<file path="src/rtl/instr_fetch_unit.sv">
// Instruction fetch unit: issues one word read at a time and buffers up to two
// fetched {inst, pc} pairs for the control unit, with redirect flushing.
module instr_fetch_unit #(
    parameter logic [15:0] RESET_PC = 16'h0000
) (
    input  logic        clk,
    input  logic        reset,
    output logic        mem_req,
    output logic [15:0] mem_addr,
    input  logic        mem_ack,
    input  logic [15:0] mem_rdata,
    input  logic        redirect,
    input  logic [15:0] redirect_pc,
    output logic        inst_valid,
    input  logic        inst_ready,
    output logic [15:0] inst,
    output logic [15:0] inst_pc,
    output logic [1:0]  dbg_state,
    output logic [1:0]  dbg_count
);

    // Handshakes: a memory beat completes when mem_req && mem_ack in the same
    // cycle; an instruction is consumed when inst_valid && inst_ready.
    typedef enum logic [1:0] {IDLE = 2'd0, BUSY = 2'd1, DISCARD = 2'd2} state_t;

    state_t      state, state_next;
    logic [15:0] fetch_pc, fetch_pc_next, mem_addr_next;
    logic [15:0] head_inst, head_pc, tail_inst, tail_pc;
    logic [1:0]  count, count_next;
    logic        push, pop, wr_tail;

    assign mem_req    = (state != IDLE);
    assign inst_valid = (count != 2'd0);
    assign inst       = head_inst;
    assign inst_pc    = head_pc;
    assign dbg_state  = state;
    assign dbg_count  = count;

    // Redirect wins over both push and pop.
    assign pop     = inst_valid && inst_ready && !redirect;
    assign push    = (state == BUSY) && mem_ack && !redirect;
    assign wr_tail = (count == 2'd1) && !pop;

    always_comb begin
        count_next = count;
        if (redirect)
            count_next = 2'd0;
        else if (push && !pop)
            count_next = count + 2'd1;
        else if (pop && !push)
            count_next = count - 2'd1;
    end

    always_comb begin
        state_next    = state;
        mem_addr_next = mem_addr;
        fetch_pc_next = redirect ? redirect_pc : fetch_pc;
        case (state)
            IDLE: begin
                if (redirect) begin
                    state_next    = BUSY;
                    mem_addr_next = redirect_pc;
                end else if (count_next < 2'd2) begin
                    state_next    = BUSY;
                    mem_addr_next = fetch_pc;
                end
            end
            BUSY: begin
                if (redirect) begin
                    if (mem_ack)
                        mem_addr_next = redirect_pc;
                    else
                        state_next = DISCARD;
                end else if (mem_ack) begin
                    fetch_pc_next = mem_addr + 16'd1;
                    if (count_next < 2'd2)
                        mem_addr_next = mem_addr + 16'd1;
                    else
                        state_next = IDLE;
                end
            end
            DISCARD: begin
                // The returning word belongs to the stale stream and is dropped.
                if (mem_ack) begin
                    state_next    = BUSY;
                    mem_addr_next = redirect ? redirect_pc : fetch_pc;
                end
            end
            default: state_next = IDLE;
        endcase
    end

    always_ff @(posedge clk or negedge reset) begin
        if (!reset) begin
            state    <= IDLE;
            mem_addr <= RESET_PC;
            fetch_pc <= RESET_PC;
            count    <= 2'd0;
        end else begin
            state    <= state_next;
            mem_addr <= mem_addr_next;
            fetch_pc <= fetch_pc_next;
            count    <= count_next;
        end
    end

    always_ff @(posedge clk or negedge reset) begin
        if (!reset) begin
            head_inst <= 16'h0000;
            head_pc   <= 16'h0000;
            tail_inst <= 16'h0000;
            tail_pc   <= 16'h0000;
        end else if (!redirect) begin
            if (pop) begin
                head_inst <= tail_inst;
                head_pc   <= tail_pc;
            end
            // Placed after the shift so a push into an emptied head wins.
            if (push) begin
                if (wr_tail) begin
                    tail_inst <= mem_rdata;
                    tail_pc   <= mem_addr;
                end else begin
                    head_inst <= mem_rdata;
                    head_pc   <= mem_addr;
                end
            end
        end
    end

endmodule

</file>
<file path="config.mk">
export PLATFORM = sky130hd
export DESIGN_NAME = instr_fetch_unit
export DESIGN_NICKNAME = d
export VERILOG_FILES = /design/src/rtl/instr_fetch_unit.sv
export SDC_FILE = /design/constraint.sdc
export NUM_CORES = 1
export LEC_CHECK = 0
export CAP_MARGIN = 10
export CORE_AREA = 2 2 111 113
export DETAILED_ROUTE_END_ITERATION = 6
export DIE_AREA = 0 0 113 115
export PLACE_DENSITY = 0.66
export SYNTH_ARGS = -nofsm -noshare
export SYNTH_HDL_FRONTEND = slang
export SYNTH_SLANG_ARGS = --single-unit
</file>
<file path="constraint.sdc">
create_clock -name clk -period 2.7 [get_ports clk]
set_clock_uncertainty 0.15 [all_clocks]
set_input_delay 0.54 -clock clk [delete_from_list [all_inputs] [get_ports clk]]
set_output_delay 0.54 -clock clk [all_outputs]
set_load 0.005 [all_outputs]
</file>
After elaboration in Yosys (flattened, before gate mapping)
Cells that the tools add are included.

Register bits: 100. Bits of input ports: 37. Output and inout bits: 54.

Add/sub/neg operators: 3. Eq/ne operators: 10. Magnitude comparators: 1. Bitwise logic cells: 1. Reduce and logical (&&, ||, !) cells: 17. Muxes and demuxes: 29.

Operators by type and width (count): $mux 16 (17); $pmux 16 s3 (1); $mux 2 (10); $add 16x1->16 const B (1); $ne 3x3->1 const B (4); $reduce_and 5->1 (2); $logic_and 1x1->1 (7); $pmux 2 s3 (1); $eq 2x1->1 const B (2); $ne 2x2->1 const B (2); $reduce_bool 2->1 (2); $logic_not 1->1 (3); $ne 3x2->1 const B (1); $reduce_and 3->1 (1); $reduce_bool 3->1 (1); $add 2x1->2 const B (1); $eq 2x2->1 const B (1); $logic_not 2->1 (1); $lt 2x2->1 const B (1); $sub 2x1->2 const B (1); $not 1->1 (1).

Logic depth before layout (Yosys ltp)
Gate-level depths: netlist of the first run.

Word-level depth: 13. Depth in mapped cells: 10.

Worst setup path before layout of the first run
No wires, ideal clock.

Path type: register to register. From: register state[1] (netlist: dbg_state[1]). To: register mem_addr[9]. Data arrival time: 2071 ps. Setup slack: 358 ps. Cell stages (with the launch flop): 10. Path buffers: 2. Library setup time: 121 ps. Path through: dfrtp_1 inv_1 ha_1 buf_2 nand2_1 nor2_1 mux2_2 o41a_1 clkbuf_1 a22o_1.

Cells in the longest elaborated chain, start to end: 11.

Ends and longest elaborated chain: start: declaration (RTL line 26) `state_t state, state_next;`; start signal: assignment (RTL line 100) `state <= state_next;`; $eq 2x1->1 (RTL line 41, 58); $logic_and 1x1->1 (2 in a row) (RTL line 41) `assign push = (state == BUSY) && mem_ack && !redirect;`; $logic_not 1->1 (RTL line 50) `else if (pop && !push)`; $logic_and 1x1->1 (RTL line 50); $mux 2 (RTL line 50); $mux 2 (RTL line 48) `else if (push && !pop)`; $mux 2 (RTL line 46) `if (redirect)`; $lt 2x2->1 (RTL line 63, 76); $ne 3x3->1 (no source line) / $ne 3x2->1 (equally long branches); $reduce_and 5->1 (no source line); end signal: assignment (RTL line 101) `mem_addr <= mem_addr_next;`; end: declaration (RTL line 9) `output logic [15:0] mem_addr,`.

Parallel ways exist; a longest one is shown, timed or not. A chain may end at the register's enable or synchronous reset.

Worst setup path after layout of the first run
From: register state[0] (netlist: dbg_state[0]). To: output mem_req.

Cells in the longest elaborated chain, start to end: 1.

Ends and longest elaborated chain: $reduce_bool 2->1 (RTL line 32) `assign mem_req = (state != IDLE);`; end: declaration (RTL line 8) `output logic mem_req,`.

Every way passes these cells.

==> impl_metrics.py, run 1 <==
metrics = {
    "status": {
        "status": "finished, violations left",
        "violations": "design-rule violations",
    },
    "cells_and_area": {
        "most-common-layout-cells": "dfrtp_1, nor2_1, clkdlybuf4s50_1, o22ai_1, mux2_2",
        "drive_gt1_share_pct": 13.2,
        "diodes": 0,
        "multi_input_area_um2": 2130,
        "final_common_cell": "dfrtp_1",
        "layout.cells.non_filler": 731,
        "seqCellArea_um2": 2500,
        "fillers": 1056,
        "syn_to_final_growth_pct": 29.7,
        "nets": 623,
    },
    "synthesis": {
        "synth_fp_nets": 535,
        "ys_types": 46,
        "synthCells": 491,
        "synth-seq-cells": 100,
        "syn_area_per_cell_um2": 9.93,
        "yosys-top-cells-area": "dfrtp_1, nor2_1, mux2_2",
        "netlist_area_um2": 4880,
        "synthSimpleGateAreaFrac_pct": 14.3,
        "async_flop_share_pct": 100,
        "ys_warn_count": 0,
        "synth_top_family_by_area": "compound AO/OA/AOI/OAI gates",
        "synth_mux_area_share_pct": 9.62,
        "synth_ff_type": "dfrtp_1",
        "synth_edf_count": 0,
        "yosysTopAreaCellShare_pct": 51.3,
        "synth_top_cell_by_area": "dfrtp_1",
        "synth-xor-area-share_pct": 2.87,
        "synthAdderAreaFrac_pct": 1.80,
        "synth-compound-area-share_pct": 14.9,
        "ys_seq_area_share_pct": 51.3,
    },
    "detailed_routing": {
        "dr.pass1.iters": 7,
        "routed_wirelength_um": 12300,
        "drt-initial-drc-count": 301,
        "drc": 11,
        "via_per_inst": 5.46,
        "wire_per_inst_um": 16.9,
        "ant_nets": 0,
        "num_vias": 3991,
    },
    "setup_path": {
        "arrival_ns": 1.72,
        "r2r_start": "dbg_count[0]",
        "rr_endpoint": "dbg_state[0]",
        "crit_buf_inv": 3,
        "reg2reg_slack_ns": 0.33,
        "cpPeakStageDelay_ns": 0.49,
        "cp_common_cell": "inv_1",
        "cpMaxStageDelayCell": "clkdlybuf4s50_1",
        "cpLargestDelayFamily": "buffers and inverters",
        "critPathKind": "reg2out",
        "required_ns": 2.01,
        "crit_path_start_kind": "flop",
        "endpoint_kind": "output port",
        "rr_worst_depth": 8,
        "critPathMaxFanout": 7,
        "crit_chain": "inv_1 > ha_1 > inv_1 > clkdlybuf4s50_1",
    },
    "clock_tree": {
        "cts_num_sinks": 100,
        "cts_buffer_depth": 2,
        "htree_num_levels": 3,
        "root_buffer": "clkbuf_16",
        "tritoncts": "done",
        "clk_pin_slew_ns": 0.07,
        "insertion_delay_ns": 0.35,
        "cts_buffers": 9,
    },
    "timing": {
        "drv_slew": 0,
        "rsz0062_at_grt": "false",
        "final-setup-viol-count": 0,
        "slew_headroom_pct": 62.0,
        "worst_slew_pin_slew_ns": 0.570,
        "fin_setup_tns_ns": 0,
        "finalHoldViolCount": 0,
        "max_freq_mhz": 415,
        "period_share_pct": 89.3,
        "fin_crit_ns": 2.41,
    },
    "global_routing": {
        "grt_pass1_vias": 3967,
        "met1_usage_pct": 26.5,
        "antenna_found_initial": 0,
        "track_usage_pct": 19.8,
        "gr-usage-met3_pct": 3.74,
        "grt_use_met2_pct": 32.8,
        "grt_pass1_wl_um": 20400,
        "grt_max_degree": 43,
        "grt.busiest_layer": "met2",
        "grt_overflow": 0,
    },
    "floorplanning": {
        "start_util_pct": 41.3,
        "design.die.area_um2": 13000,
        "die_h_um": 115,
        "coreArea_um2": 11800,
        "num_io_pins": 91,
        "die_w_um": 113,
        "rows": 40,
    },
    "pwr": {
        "p_total_mw": 7.40,
        "p_clk_share_pct": 20.1,
        "p_sw_share_pct": 35.1,
        "power.density_nw_per_um2": 1170,
        "ir_worst_vdd_uv": 423,
        "leakage_nw": 2.78,
        "seqPwrFrac_pct": 37.2,
        "power.switching_mw": 2.60,
        "internal_power_mw": 4.80,
        "p_comb_share_pct": 42.8,
    },
    "placed_design": {
        "io_buffers": 90,
        "placedCellCount": 715,
        "hpwl_um": 8270,
        "gp_congestion": 0.800,
    },
    "flow_run": {
        "drv_cap": 0,
    },
    "worst_hold_path": {
        "hold_path_class": "in2async",
    },
}
sequential cells by signal, indices dropped and copies added, names as in the netlist:
name,cells
fetch_pc,16
tail_pc,16
mem_addr,16
dbg_state,2
dbg_count,2
inst_pc,16
inst,16
tail_inst,16
power by group through the flow:
stage | registers, mW | clock network [mW] | logic (mW)
floorplan | 2.64 | 0 | 1.83
global placement | 2.74 | 0 | 3.07
detailed placement | 2.78 | 0 | 3.17
CTS | 2.75 | 1.52 | 3.19
global route | 2.86 | 1.58 | 3.50
finish | 2.75 | 1.48 | 3.17
worst max path at each step:
| stage | from | to | slack, ns | cells past startpoint |
|---|---|---|---|---|
| after floorplan | dbg_state[1] | mem_addr[9] | 0.36 | 9 |
| after global placement | inst_ready | mem_addr[9] | -0.001 | 6 |
| after CTS | dbg_state[1] | dbg_state[0] | 0.11 | 9 |
| after detailed placement | inst_ready | dbg_state[0] | -0.04 | 7 |
| final | dbg_state[0] | mem_req | 0.29 | 4 |
| after global routing | mem_addr[0] | mem_addr[10] | 0.08 | 7 |
synthesized netlist by cell type (2+ instances only):
| library cell | number |
|---|---|
| nand2b_1 | 6 |
| a31oi_1 | 5 |
| o22ai_1 | 36 |
| o2bb2ai_1 | 2 |
| mux2_2 | 31 |
| a221oi_1 | 4 |
| mux2i_1 | 12 |
| a222oi_1 | 3 |
| a22oi_1 | 3 |
| nand4_1 | 3 |
| ha_1 | 7 |
| inv_1 | 15 |
| clkbuf_1 | 18 |
| a211o_1 | 2 |
| nand3_1 | 4 |
| a211oi_1 | 9 |
| buf_1 | 3 |
| nor3_1 | 7 |
| or3_1 | 2 |
| dfrtp_1 | 100 |
| buf_6 | 6 |
| nand2_1 | 27 |
| nor2b_1 | 8 |
| buf_2 | 7 |
| a21oi_1 | 20 |
| o21ai_0 | 21 |
| nor2_1 | 96 |
| xnor2_1 | 11 |
| xor2_1 | 5 |
| and3_1 | 2 |
through the flow:
stage          setup WS (ns)  cell area, um2  hold slack (ns)  utilization, %
6_report               0.288            6330           0.0277            53.6
5_1_grt               0.0792            6330           0.0721            53.6
4_1_cts                0.106            6320           0.0498            53.5
3_5_place_dp         -0.0393            5980            0.321            50.7
3_3_place_gp        -0.00107            5980            0.311            50.7
2_1_floorplan          0.358            4880           0.0944               -
cell families after synthesis:
group | Yosys count
AO/OA/AOI/OAI | 113
XOR/XNOR | 16
adder cells (fa/ha/maj) | 7
buffers and inverters | 51
flip-flops | 100
multiplexers | 43
AND/OR/NAND/NOR | 161
routing by layer:
metal,wire (um),part of all wire [%]
met1,5670,46
met2,5840,47
met3,633,5.1
met4,179,1.5
met5,0,0
area by class of cell:
class                   instances  share of cell area [%]
clock buffers                   9                    3.56
clock inverters                 7                    1.80
inverters                      15                   0.890
multi-input cells             340                    33.6
flip-flops and latches        100                    39.6
well taps                     147                    2.91
repair buffers                113                    17.6
repair_timing:
action / 4_1_cts / 5_1_grt
endpoints found under the setup margin: 0 / 1
buffers inserted: 0 / 0
hold buffers: 0 / 0
gates resized for setup: 0 / 1
No activity file was read; power rests on OpenSTA's default activity.
==> run 2: changes to the inputs <==
--- a/config.mk
+++ b/config.mk
@@ -7,9 +7,11 @@
 export LEC_CHECK = 0
 export CAP_MARGIN = 10
 export CORE_AREA = 2 2 111 113
+export CTS_BUF_LIST = sky130_fd_sc_hd__clkbuf_4 sky130_fd_sc_hd__clkbuf_8 sky130_fd_sc_hd__clkbuf_16
 export DETAILED_ROUTE_END_ITERATION = 6
 export DIE_AREA = 0 0 113 115
 export PLACE_DENSITY = 0.66
 export SYNTH_ARGS = -nofsm -noshare
 export SYNTH_HDL_FRONTEND = slang
 export SYNTH_SLANG_ARGS = --single-unit
+export TNS_END_PERCENT = 20
==> results of run 2 <==
Same layout as run 1: the final DEF is identical, and so are final timing and power.
==> run 3: changes to the inputs <==
--- a/config.mk
+++ b/config.mk
@@ -5,12 +5,12 @@
 export SDC_FILE = /design/constraint.sdc
 export NUM_CORES = 1
 export LEC_CHECK = 0
-export CAP_MARGIN = 10
 export CORE_AREA = 2 2 111 113
 export CTS_BUF_LIST = sky130_fd_sc_hd__clkbuf_4 sky130_fd_sc_hd__clkbuf_8 sky130_fd_sc_hd__clkbuf_16
 export DETAILED_ROUTE_END_ITERATION = 6
 export DIE_AREA = 0 0 113 115
 export PLACE_DENSITY = 0.66
+export SKIP_LAST_GASP = 1
 export SYNTH_ARGS = -nofsm -noshare
 export SYNTH_HDL_FRONTEND = slang
 export SYNTH_SLANG_ARGS = --single-unit
==> results of run 3 <==
Same layout as run 1: the final DEF is identical, and so are final timing and power.
